## config.mk

```make
export PLATFORM = sky130hd
export DESIGN_NAME = dut_port_arbiter_flat
export DESIGN_NICKNAME = d
export VERILOG_FILES = /design/src/rtl/dut_port_arbiter_if.sv /design/src/rtl/dut_port_arbiter.sv /design/src/flat_wrapper.sv
export SDC_FILE = /design/constraint.sdc
export NUM_CORES = 1
export LEC_CHECK = 0
export ABC_CLOCK_PERIOD_IN_PS = 1800
export CAP_MARGIN = 5
export CORE_MARGIN = 1.5
export CORE_UTILIZATION = 40
export CTS_BUF_LIST = sky130_fd_sc_hd__clkbuf_2 sky130_fd_sc_hd__clkbuf_4 sky130_fd_sc_hd__clkbuf_8
export CTS_CLUSTER_SIZE = 14
export DETAILED_ROUTE_END_ITERATION = 8
export GPL_TIMING_DRIVEN = 0
export PLACE_DENSITY = 0.89
export SYNTH_ARGS = -nofsm -noshare
export SYNTH_HDL_FRONTEND = slang
export SYNTH_SLANG_ARGS = --single-unit
export TNS_END_PERCENT = 1
```

## constraint.sdc

```tcl
create_clock -name clk -period 1.8 [get_ports clk]
set_input_delay 0.36 -clock clk [delete_from_list [all_inputs] [get_ports clk]]
set_output_delay 0.36 -clock clk [all_outputs]
set_load 0.01 [all_outputs]
```

## src/rtl/dut_port_arbiter_if.sv

```systemverilog
// Client request/response pins plus the register-block write/read pins handled by dut_port_arbiter.
interface dut_port_arbiter_if #(
    parameter int unsigned NUM_REQ = 2,
    parameter int unsigned ADDR_W  = 3,
    parameter int unsigned DATA_W  = 1
);
    logic [NUM_REQ-1:0]        wr_req_valid;
    logic [NUM_REQ*ADDR_W-1:0] wr_req_addr;
    logic [NUM_REQ*DATA_W-1:0] wr_req_data;
    logic [NUM_REQ-1:0]        wr_req_ready;
    logic [NUM_REQ-1:0]        rd_req_valid;
    logic [NUM_REQ*ADDR_W-1:0] rd_req_addr;
    logic [NUM_REQ-1:0]        rd_req_ready;
    logic [NUM_REQ-1:0]        rd_resp_valid;
    logic [DATA_W-1:0]         rd_resp_data;

    logic [ADDR_W-1:0]         write_address;
    logic [DATA_W-1:0]         write_data;
    logic                      write_en;
    logic                      write_rdy;
    logic [ADDR_W-1:0]         read_address;
    logic                      read_en;
    logic [DATA_W-1:0]         read_data;
    logic                      read_rdy;

    // Arbiter side
    modport slave (
        input  wr_req_valid, wr_req_addr, wr_req_data, rd_req_valid, rd_req_addr,
               write_rdy, read_data, read_rdy,
        output wr_req_ready, rd_req_ready, rd_resp_valid, rd_resp_data,
               write_address, write_data, write_en, read_address, read_en
    );

    // Clients plus register block side
    modport master (
        output wr_req_valid, wr_req_addr, wr_req_data, rd_req_valid, rd_req_addr,
               write_rdy, read_data, read_rdy,
        input  wr_req_ready, rd_req_ready, rd_resp_valid, rd_resp_data,
               write_address, write_data, write_en, read_address, read_en
    );
endinterface

```

## src/rtl/dut_port_arbiter.sv

```systemverilog
// Round-robin sharing of the register block's single write and read ports among NUM_REQ clients,
// each channel with a one-entry issue stage; read responses are routed back to the issuing client.
module dut_port_arbiter #(
    parameter int unsigned NUM_REQ = 2,
    parameter int unsigned ADDR_W  = 3,
    parameter int unsigned DATA_W  = 1
) (
    input  logic              clk,
    input  logic              reset,
    dut_port_arbiter_if.slave bus
);
    localparam int unsigned     ID_W    = (NUM_REQ > 1) ? $clog2(NUM_REQ) : 1;
    localparam logic [ID_W-1:0] LAST_ID = ID_W'(NUM_REQ - 1);

    logic                wr_valid_q, wr_valid_d;
    logic [ADDR_W-1:0]   wr_addr_q, wr_addr_d;
    logic [DATA_W-1:0]   wr_data_q, wr_data_d;
    logic [ID_W-1:0]     wr_ptr_q, wr_ptr_d;
    logic                rd_valid_q, rd_valid_d;
    logic [ADDR_W-1:0]   rd_addr_q, rd_addr_d;
    logic [ID_W-1:0]     rd_id_q, rd_id_d;
    logic [ID_W-1:0]     rd_ptr_q, rd_ptr_d;
    logic [NUM_REQ-1:0]  resp_valid_q, resp_valid_d;
    logic [DATA_W-1:0]   resp_data_q, resp_data_d;

    logic                wr_fire, wr_open, wr_any;
    logic                rd_fire, rd_open, rd_any;
    logic                hazard;
    logic [ID_W-1:0]     wr_win, rd_win;
    logic [NUM_REQ-1:0]  wr_grant, rd_grant;

    // First requester found scanning upward from ptr+1 with wrap; returns {found, index}.
    function automatic logic [ID_W:0] rr_pick(input logic [NUM_REQ-1:0] req,
                                              input logic [ID_W-1:0]    ptr);
        logic            found;
        logic [ID_W-1:0] win;
        int unsigned     idx;
        found = 1'b0;
        win   = '0;
        for (int unsigned k = 1; k <= NUM_REQ; k++) begin
            idx = 32'(ptr) + k;
            if (idx >= NUM_REQ) idx = idx - NUM_REQ;
            if (!found && req[ID_W'(idx)]) begin
                found = 1'b1;
                win   = ID_W'(idx);
            end
        end
        return {found, win};
    endfunction

    always_comb begin
        wr_fire = wr_valid_q & bus.write_rdy;
        wr_open = !reset & (!wr_valid_q | wr_fire);
        {wr_any, wr_win} = wr_open ? rr_pick(bus.wr_req_valid, wr_ptr_q) : '0;
        wr_grant = wr_any ? (NUM_REQ'(1) << wr_win) : '0;

        // A staged read never overtakes a staged write to the same address.
        hazard  = wr_valid_q & (wr_addr_q == rd_addr_q);
        rd_fire = rd_valid_q & bus.read_rdy & !hazard;
        rd_open = !reset & (!rd_valid_q | rd_fire);
        {rd_any, rd_win} = rd_open ? rr_pick(bus.rd_req_valid, rd_ptr_q) : '0;
        rd_grant = rd_any ? (NUM_REQ'(1) << rd_win) : '0;
    end

    always_comb begin
        wr_valid_d   = wr_valid_q & !wr_fire;
        wr_addr_d    = wr_addr_q;
        wr_data_d    = wr_data_q;
        wr_ptr_d     = wr_ptr_q;
        rd_valid_d   = rd_valid_q & !rd_fire;
        rd_addr_d    = rd_addr_q;
        rd_id_d      = rd_id_q;
        rd_ptr_d     = rd_ptr_q;
        resp_valid_d = '0;
        resp_data_d  = resp_data_q;

        for (int unsigned i = 0; i < NUM_REQ; i++) begin
            if (wr_any && wr_win == ID_W'(i)) begin
                wr_valid_d = 1'b1;
                wr_addr_d  = bus.wr_req_addr[i*ADDR_W +: ADDR_W];
                wr_data_d  = bus.wr_req_data[i*DATA_W +: DATA_W];
                wr_ptr_d   = wr_win;
            end
            if (rd_any && rd_win == ID_W'(i)) begin
                rd_valid_d = 1'b1;
                rd_addr_d  = bus.rd_req_addr[i*ADDR_W +: ADDR_W];
                rd_id_d    = rd_win;
                rd_ptr_d   = rd_win;
            end
        end

        if (rd_fire) begin
            resp_valid_d = NUM_REQ'(1) << rd_id_q;
            resp_data_d  = bus.read_data;
        end
    end

    always_ff @(posedge clk or posedge reset) begin
        if (reset) begin
            wr_valid_q   <= 1'b0;
            wr_addr_q    <= '0;
            wr_data_q    <= '0;
            wr_ptr_q     <= LAST_ID;
            rd_valid_q   <= 1'b0;
            rd_addr_q    <= '0;
            rd_id_q      <= '0;
            rd_ptr_q     <= LAST_ID;
            resp_valid_q <= '0;
            resp_data_q  <= '0;
        end else begin
            wr_valid_q   <= wr_valid_d;
            wr_addr_q    <= wr_addr_d;
            wr_data_q    <= wr_data_d;
            wr_ptr_q     <= wr_ptr_d;
            rd_valid_q   <= rd_valid_d;
            rd_addr_q    <= rd_addr_d;
            rd_id_q      <= rd_id_d;
            rd_ptr_q     <= rd_ptr_d;
            resp_valid_q <= resp_valid_d;
            resp_data_q  <= resp_data_d;
        end
    end

    assign bus.wr_req_ready  = wr_grant;
    assign bus.rd_req_ready  = rd_grant;
    assign bus.write_en      = wr_fire;
    assign bus.write_address = wr_addr_q;
    assign bus.write_data    = wr_data_q;
    assign bus.read_en       = rd_fire;
    assign bus.read_address  = rd_addr_q;
    assign bus.rd_resp_valid = resp_valid_q;
    assign bus.rd_resp_data  = resp_data_q;
endmodule

```

## src/flat_wrapper.sv

```systemverilog
// flat-port wrapper written by rule: the top's interface ports become plain ports
module dut_port_arbiter_flat 
#(
    parameter int unsigned NUM_REQ = 2,
    parameter int unsigned ADDR_W  = 3,
    parameter int unsigned DATA_W  = 1
)
  (clk, reset, bus_wr_req_valid, bus_wr_req_addr, bus_wr_req_data, bus_rd_req_valid, bus_rd_req_addr, bus_write_rdy, bus_read_data, bus_read_rdy, bus_wr_req_ready, bus_rd_req_ready, bus_rd_resp_valid, bus_rd_resp_data, bus_write_address, bus_write_data, bus_write_en, bus_read_address, bus_read_en);
  dut_port_arbiter_if #(.NUM_REQ(NUM_REQ), .ADDR_W(ADDR_W), .DATA_W(DATA_W)) bus_i ();
  input  logic clk;
  input  logic reset;
  input wire logic [$bits(bus_i.wr_req_valid)-1:0] bus_wr_req_valid;
  input wire logic [$bits(bus_i.wr_req_addr)-1:0] bus_wr_req_addr;
  input wire logic [$bits(bus_i.wr_req_data)-1:0] bus_wr_req_data;
  input wire logic [$bits(bus_i.rd_req_valid)-1:0] bus_rd_req_valid;
  input wire logic [$bits(bus_i.rd_req_addr)-1:0] bus_rd_req_addr;
  input wire logic [$bits(bus_i.write_rdy)-1:0] bus_write_rdy;
  input wire logic [$bits(bus_i.read_data)-1:0] bus_read_data;
  input wire logic [$bits(bus_i.read_rdy)-1:0] bus_read_rdy;
  output wire logic [$bits(bus_i.wr_req_ready)-1:0] bus_wr_req_ready;
  output wire logic [$bits(bus_i.rd_req_ready)-1:0] bus_rd_req_ready;
  output wire logic [$bits(bus_i.rd_resp_valid)-1:0] bus_rd_resp_valid;
  output wire logic [$bits(bus_i.rd_resp_data)-1:0] bus_rd_resp_data;
  output wire logic [$bits(bus_i.write_address)-1:0] bus_write_address;
  output wire logic [$bits(bus_i.write_data)-1:0] bus_write_data;
  output wire logic [$bits(bus_i.write_en)-1:0] bus_write_en;
  output wire logic [$bits(bus_i.read_address)-1:0] bus_read_address;
  output wire logic [$bits(bus_i.read_en)-1:0] bus_read_en;
  assign bus_i.wr_req_valid = bus_wr_req_valid;
  assign bus_i.wr_req_addr = bus_wr_req_addr;
  assign bus_i.wr_req_data = bus_wr_req_data;
  assign bus_i.rd_req_valid = bus_rd_req_valid;
  assign bus_i.rd_req_addr = bus_rd_req_addr;
  assign bus_i.write_rdy = bus_write_rdy;
  assign bus_i.read_data = bus_read_data;
  assign bus_i.read_rdy = bus_read_rdy;
  assign bus_wr_req_ready = bus_i.wr_req_ready;
  assign bus_rd_req_ready = bus_i.rd_req_ready;
  assign bus_rd_resp_valid = bus_i.rd_resp_valid;
  assign bus_rd_resp_data = bus_i.rd_resp_data;
  assign bus_write_address = bus_i.write_address;
  assign bus_write_data = bus_i.write_data;
  assign bus_write_en = bus_i.write_en;
  assign bus_read_address = bus_i.read_address;
  assign bus_read_en = bus_i.read_en;
  dut_port_arbiter #(.NUM_REQ(NUM_REQ), .ADDR_W(ADDR_W), .DATA_W(DATA_W)) u_core (.clk(clk), .reset(reset), .bus(bus_i));
endmodule
```

==> impl_metrics.env, run 1 <==
export IMPL_setup_viol=5
export IMPL_detail_route_antenna_nets=0
export IMPL_numCtsBuffers=3
export IMPL_switching_share=0.3226
export IMPL_skew_ns=0.001485
export IMPL_path_class="reg2out"
export IMPL_outcome="complete, but fails checks"
export IMPL_drtIter0Drc=17
export IMPL_p_int_w=0.0007527
export IMPL_cts_sinks=15
export IMPL_cts_max_level=1
export IMPL_fin_ws_ns=-0.3048
export IMPL_violations="setup timing"
export IMPL_avgViaCountPerCell=5.274
export IMPL_insertion_delay_ns=0.28
export IMPL_min_period_ns=2.105
export IMPL_drv_cap=0
export IMPL_p_leak_nw=0.5738
export IMPL_yosys_warnings=0
export IMPL_hold_path_class="in2reg"
export IMPL_worst_setup_path_end_kind="output port"
export IMPL_r2r_setup_slack_ns=0.09
export IMPL_cts_root_buf="clkbuf_4"
export IMPL_critPathMaxFanout=2
export IMPL_syn_nets=92
export IMPL_required_ns=1.44
export IMPL_avgSynthCellArea_sq_um=10.63
export IMPL_io_pins=39
export IMPL_grt_pass1_vias=711
export IMPL_crit_start="u_core.bus.read_address[1]$_DFFE_PP0P_"
export IMPL_avgRoutedWirePerCell_um=15.20
export IMPL_rows=15
export IMPL_portBuffers=38
export IMPL_clk_pin_slew_ns=0.09
export IMPL_hpwl_um=1542
export IMPL_fin_crit_sh=1.169
export IMPL_p_per_area_mw_per_mm2=866.4
export IMPL_drive_gt1_frac=0.2479
export IMPL_dr_pass1_iters=4
export IMPL_layout_commonest_cell="clkdlybuf4s50_1"
export IMPL_die_w_um=45.82
export IMPL_reg2regPathDepth=6
export IMPL_p_sw_w=0.0003585
export IMPL_grt_setup_unrepaired="true"
export IMPL_start_util=0.4246
export IMPL_hold_path_depth=3
export IMPL_tritoncts="done"
export IMPL_layout_common_cells="30 x clkdlybuf4s50_1, 13 x dfrtp_1, 11 x buf_4"
export IMPL_routed_wl_um=2219
export IMPL_globalplace_congestion=0.7745
export IMPL_maxSlewViolCount=0
export IMPL_irDropWorstVdd_mv=0.6431
export IMPL_grt_max_degree=15
export IMPL_placed_cell_area_sq_mm=0.001145
export IMPL_arrival_ns=1.74
export IMPL_hold_violations=0
export IMPL_hold_path_startpoint="bus_write_rdy"
export IMPL_clk_path_buf_depth=2
export IMPL_die_h_um=45.82
export IMPL_syn_cell_area_sq_um=733.2
export IMPL_slew_headroom=0.6751
export IMPL_area_growth_pct=74.91
export IMPL_reg2reg_from="u_core.bus.read_address[0]$_DFFE_PP0P_"
export IMPL_whs_ns=0.3849
export IMPL_ys_seq_elements=15
export IMPL_min_to="u_core.wr_valid_q$_DFF_PP0_"
export IMPL_grt_pass1_wl_um=3070
export IMPL_fmax_ghz=0.4751
export IMPL_pwr_share_comb=0.400
export IMPL_fin_nets=145
export IMPL_design_area_sq_mm=0.001282
export IMPL_r2r_end="u_core.rd_ptr_q$_DFFE_PP1P_"
export IMPL_grt_usage=0.2056
export IMPL_clock_power_share=0.178
export IMPL_grt_overflow=0
export IMPL_antenna_found_initial=0
export IMPL_drc=0
export IMPL_num_vias=770
export IMPL_pwr_share_seq=0.422
export IMPL_worst_pin_slew_ns=0.4841
export IMPL_dieArea_sq_mm=0.002099
export IMPL_n_antenna_cell=0
export IMPL_synthCells=69
export IMPL_coreArea_sq_mm=0.001727
export IMPL_startpoint_type="flip-flop"
export IMPL_ys_types=24
export IMPL_ys_seq_area_frac=0.5154
[flip-flops by register name, summed over array words and instances (netlist names)]
register                  cells
u_core.bus.write_address      3
u_core.bus.rd_resp_valid      2
u_core.bus.read_address       3
u_core.bus.rd_resp_data       1
u_core.bus.write_data         1
u_core.wr_valid_q             1
u_core.rd_ptr_q               1
u_core.wr_ptr_q               1
u_core.rd_id_q                1
u_core.rd_valid_q             1
[routing by layer]
layer / track usage / wire length [um] / up-vias
met1: 0.2252 / 831 / 380
met5: 0 / 0 / -
met4: 0.07429 / 61 / 0
li1: - / - / 353
met3: 0.04365 / 91 / 6
met2: 0.3831 / 1234 / 31
[power by group through the flow]
stage	clock, W	combinational, W	sequential [W]
after floorplan	0	0.000164	0.000484
after global placement	0	0.000366	0.000467
after detailed placement	0	0.000383	0.000473
after CTS	0.000198	0.000420	0.000466
after global routing	0.000210	0.000478	0.000476
final	0.000198	0.000445	0.000468
[critical path, stage by stage, from the launching register on]
cell	delay, ns
dfrtp_1	0.41
xor2_1	0.19
o41ai_4	0.37
a21o_1	0.19
buf_4	0.12
nor2_1	0.04
buf_2	0.15
[what timing repair did]
action                                  CTS  global route
hold buffers                              0             0
cloned                                    0             0
pin swaps                                 3             3
buffers inserted                          8             2
endpoints found under the setup margin   10             5
gates resized for setup                  28             7
[final cells by class]
| cell class | count | area (sq um) |
|---|---|---|
| plain buffers | 2 | 18.77 |
| clock buffers | 3 | 22.52 |
| clock inverters | 1 | 5.005 |
| fillers | 121 | 444.2 |
| inverters | 4 | 18.77 |
| multi-input cells | 48 | 351.6 |
| flip-flops and latches | 15 | 377.9 |
| well taps | 25 | 31.28 |
| repair buffers | 48 | 456.7 |
[cell families after synthesis]
group,synth area share
compound gates,0.2218
flops,0.5154
mux,0.07508
simple gates,0.1194
buf+inv,0.03241
xor+xnor,0.03584
[per-stage QoR]
step / total power, W / util / cells / worst slack [ns] / setup TNS (ns)
finish: 0.001111 / 0.7428 / 146 / -0.3048 / -0.8470
global route: 0.001163 / 0.7428 / 146 / -0.3770 / -1.118
CTS: 0.001083 / 0.7203 / 144 / -0.3074 / -0.9147
detailed placement: 0.0008560 / 0.6630 / 132 / -1.089 / -6.320
global placement: 0.0008337 / 0.6630 / 132 / -1.031 / -5.357
floorplan: 0.0006485 / - / 69 / 0.06769 / 0
[worst max-delay path by stage]
stage | slack (ns) | end | cells past startpoint
global route | -0.38 | bus_rd_req_ready[0] | 6
floorplan | 0.07 | bus_rd_req_ready[0] | 4
global placement | -1.03 | bus_wr_req_ready[0] | 6
detailed placement | -1.09 | bus_wr_req_ready[0] | 6
CTS | -0.31 | bus_rd_req_ready[0] | 6
finish | -0.30 | bus_rd_req_ready[0] | 6
[cells in the mapped netlist]
cell type | count | area [sq um]
a211oi_1 | 2 | 15.01
a21o_1 | 2 | 15.01
a21oi_1 | 1 | 5.000
a2bb2oi_1 | 3 | 26.28
and2_1 | 2 | 12.51
and4_1 | 1 | 8.760
buf_2 | 1 | 5.000
clkbuf_1 | 1 | 3.750
dfrtp_1 | 13 | 325.3
dfstp_2 | 2 | 52.55
inv_1 | 4 | 15.01
mux2_4 | 1 | 15.01
mux2i_1 | 4 | 40.04
nand2_1 | 9 | 33.78
nand2b_1 | 1 | 6.260
nor2_1 | 4 | 15.01
nor2_2 | 1 | 6.260
nor3_1 | 1 | 5.000
o211ai_1 | 1 | 7.510
o21ai_0 | 6 | 30.03
o22a_1 | 2 | 17.52
o22ai_1 | 3 | 18.77
o41ai_4 | 1 | 27.53
xor2_1 | 3 | 26.28
Power figures use the tool's default switching activity.
==> run 2, diff against run 1 <==
CORE_UTILIZATION = 38   (was 40)
CTS_BUF_LIST = not set   (was sky130_fd_sc_hd__clkbuf_2 sky130_fd_sc_hd__clkbuf_4 sky130_fd_sc_hd__clkbuf_8)
PLACE_DENSITY = 0.85   (was 0.89)
REMOVE_ABC_BUFFERS = 1   (was not set)
==> run 2 against run 1 <==
The flow still finishes with violations (setup timing). Wire length shrank 6.7%. Register-to-register slack gained 0.07 ns. Via count shrank 3.0%. Global-route usage shrank 0.53 points. Clock skew grew 0.0087 ns. Sequential share of layout area grew 0.50 points. Worst hold slack gained 0.097 ns. Cell count grew 0.68%. Critical path depth is the same. Maximum frequency grew 2.3%. Sequential power is essentially flat. Critical endpoint unchanged. Largest cell class unchanged. Highest routed layer unchanged.
==> impl_metrics.env, run 2 (synthesis gave the netlist of run 1 again) <==
export IMPL_outcome="complete, but fails checks"
export IMPL_violations="setup timing"
export IMPL_pwr_share_seq=0.429
export IMPL_worst_setup_path_end_kind="output port"
export IMPL_die_h_um=46.93
export IMPL_layout_commonest_cell="clkdlybuf4s50_1"
export IMPL_p_sw_w=0.0003353
export IMPL_worstPathCellList="xor2_2 > o41ai_4 > a21o_1 > buf_4 > nor2_1 > buf_2"
export IMPL_grt_usage=0.2003
export IMPL_routed_wl_um=2071
export IMPL_fin_ws_ns=-0.2570
export IMPL_p_int_w=0.0007540
export IMPL_grt_overflow=0
export IMPL_skew_ns=0.01014
export IMPL_power_total_w=0.001089
export IMPL_layout_common_cells="30 x clkdlybuf4s50_1, 13 x buf_4, 13 x dfrtp_1"
export IMPL_n_antenna_cell=0
export IMPL_globalplace_congestion=0.6852
export IMPL_whs_ns=0.4820
export IMPL_dieArea_sq_mm=0.002202
export IMPL_num_vias=747
export IMPL_io_pins=39
export IMPL_critPathMaxFanout=2
export IMPL_tritoncts="done"
export IMPL_fin_crit_sh=1.143
export IMPL_portBuffers=38
export IMPL_cts_root_buf="clkbuf_4"
export IMPL_fin_util=0.7149
export IMPL_p_per_area_mw_per_mm2=863.7
export IMPL_dpl_cell_count=130
export IMPL_crit_buf_inv=2
export IMPL_slew_headroom=0.6450
export IMPL_cp_depth=6
export IMPL_cp_top_family="compound AO/OA/AOI/OAI gates"
export IMPL_arrival_ns=1.70
export IMPL_start_util=0.4156
export IMPL_hold_violations=0
export IMPL_drv_cap=0
export IMPL_detail_route_antenna_nets=0
export IMPL_fin_nets=146
export IMPL_multiInputGateArea_sq_um=354.1
export IMPL_required_ns=1.44
export IMPL_die_w_um=46.93
export IMPL_numCtsBuffers=3
export IMPL_worst_pin_slew_ns=0.5269
export IMPL_avgRoutedWirePerCell_um=14.09
export IMPL_hold_path_class="reg2reg"
export IMPL_antenna_found_initial=0
export IMPL_maxSlewViolCount=0
export IMPL_seq_area_sq_um=377.9
export IMPL_clk_pin_slew_ns=0.09
export IMPL_fmax_ghz=0.4861
export IMPL_drive_gt1_frac=0.2541
export IMPL_hpwl_um=1320
export IMPL_clock_power_share=0.168
export IMPL_grt_pass1_wl_um=3015
export IMPL_grt_pass1_vias=659
export IMPL_setup_viol=3
export IMPL_area_growth_pct=72.01
export IMPL_instances_no_fill=147
export IMPL_cts_hold_fix_buffers=0
export IMPL_drtIter0Drc=17
export IMPL_startpoint_type="flip-flop"
export IMPL_design_area_sq_mm=0.001261
export IMPL_min_period_ns=2.057
export IMPL_reg2regPathDepth=6
export IMPL_slowest_delay_ns=0.42
export IMPL_fill_cells=143
export IMPL_cts_sinks=15
export IMPL_placed_cell_area_sq_mm=0.001136
export IMPL_avgViaCountPerCell=5.082
export IMPL_cts_max_level=1
export IMPL_pwr_share_comb=0.403
export IMPL_dr_pass1_iters=4
export IMPL_path_class="reg2out"
export IMPL_drc=0
export IMPL_insertion_delay_ns=0.27
export IMPL_coreArea_sq_mm=0.001764
export IMPL_clk_path_buf_depth=2
export IMPL_crit_path_top_delay_cell="dfrtp_1"
export IMPL_rows=15
export IMPL_switching_share=0.3078
export IMPL_hold_path_depth=2
export IMPL_p_leak_nw=0.5735
export IMPL_grt_setup_unrepaired="true"
export IMPL_irDropWorstVdd_mv=0.6781
export IMPL_grt_max_degree=16
run 2: cell types whose count changed in the layout (fill, tap and decap cells not counted), sizes merged:
cell	before	now
buf	15	17
clkbuf	3	5
clkdlybuf4s15	3	0
clkinv	1	0
dlygate4sd2	1	2
run 2: final timing paths:
| path | from | slack, ns | end |
|---|---|---|---|
| max in group asynchronous | reset | 1.04 | u_core.wr_ptr_q$_DFFE_PP1P_ |
| max | u_core.bus.read_address[0]$_DFFE_PP0P_ | -0.26 | bus_rd_req_ready[0] |
| min reg2reg | u_core.bus.write_data$_DFFE_PP0P_ | 0.48 | u_core.bus.write_data$_DFFE_PP0P_ |
| min in group asynchronous | reset | 0.51 | u_core.bus.read_address[0]$_DFFE_PP0P_ |
| max reg2reg | u_core.bus.read_address[0]$_DFFE_PP0P_ | 0.16 | u_core.rd_id_q$_DFFE_PP0P_ |
| min | u_core.bus.write_data$_DFFE_PP0P_ | 0.48 | u_core.bus.write_data$_DFFE_PP0P_ |
run 2: routing by layer:
metal | vias up | global-route usage | share of wire
li1 | 352 | - | -
met4 | 0 | 0.08889 | 0.033
met2 | 37 | 0.3370 | 0.52
met1 | 352 | 0.2421 | 0.38
met3 | 6 | 0.05000 | 0.063
met5 | - | 0 | 0
run 2: through the flow:
step	worst slack, ns	TNS [ns]
CTS	-0.2661	-0.7400
floorplan	0.06769	0
finish	-0.2570	-0.5308
global placement	-1.111	-6.114
detailed placement	-1.146	-6.308
global route	-0.3458	-0.8030
run 2: repair_timing:
item,CTS,global route
gates resized for setup,23,5
endpoints found under the setup margin,12,7
pin swaps,4,2
setup buffers,10,3
run 2: worst register-to-register path, delay by kind of cell, from the launching register on:
family	cells	cell delay, ns
buffers and inverters	2	0.31
flip-flops	1	0.42
XOR/XNOR	1	0.20
AO/OA/AOI/OAI	3	0.60
run 2: area by class of cell:
cell class | instances | area share
repair buffers | 51 | 0.3591
flip-flops and latches | 15 | 0.2996
multi-input cells | 48 | 0.2808
well taps | 25 | 0.02480
clock buffers | 4 | 0.02083
inverters | 4 | 0.01488
run 2: power groups by stage:
stage	Combinational, W	Clock (W)	Sequential (W)
after global placement	0.000364	0	0.000470
after global routing	0.000474	0.000208	0.000475
after detailed placement	0.000372	0	0.000472
after CTS	0.000414	0.000191	0.000466
final	0.000440	0.000183	0.000467
after floorplan	0.000162	0	0.000484
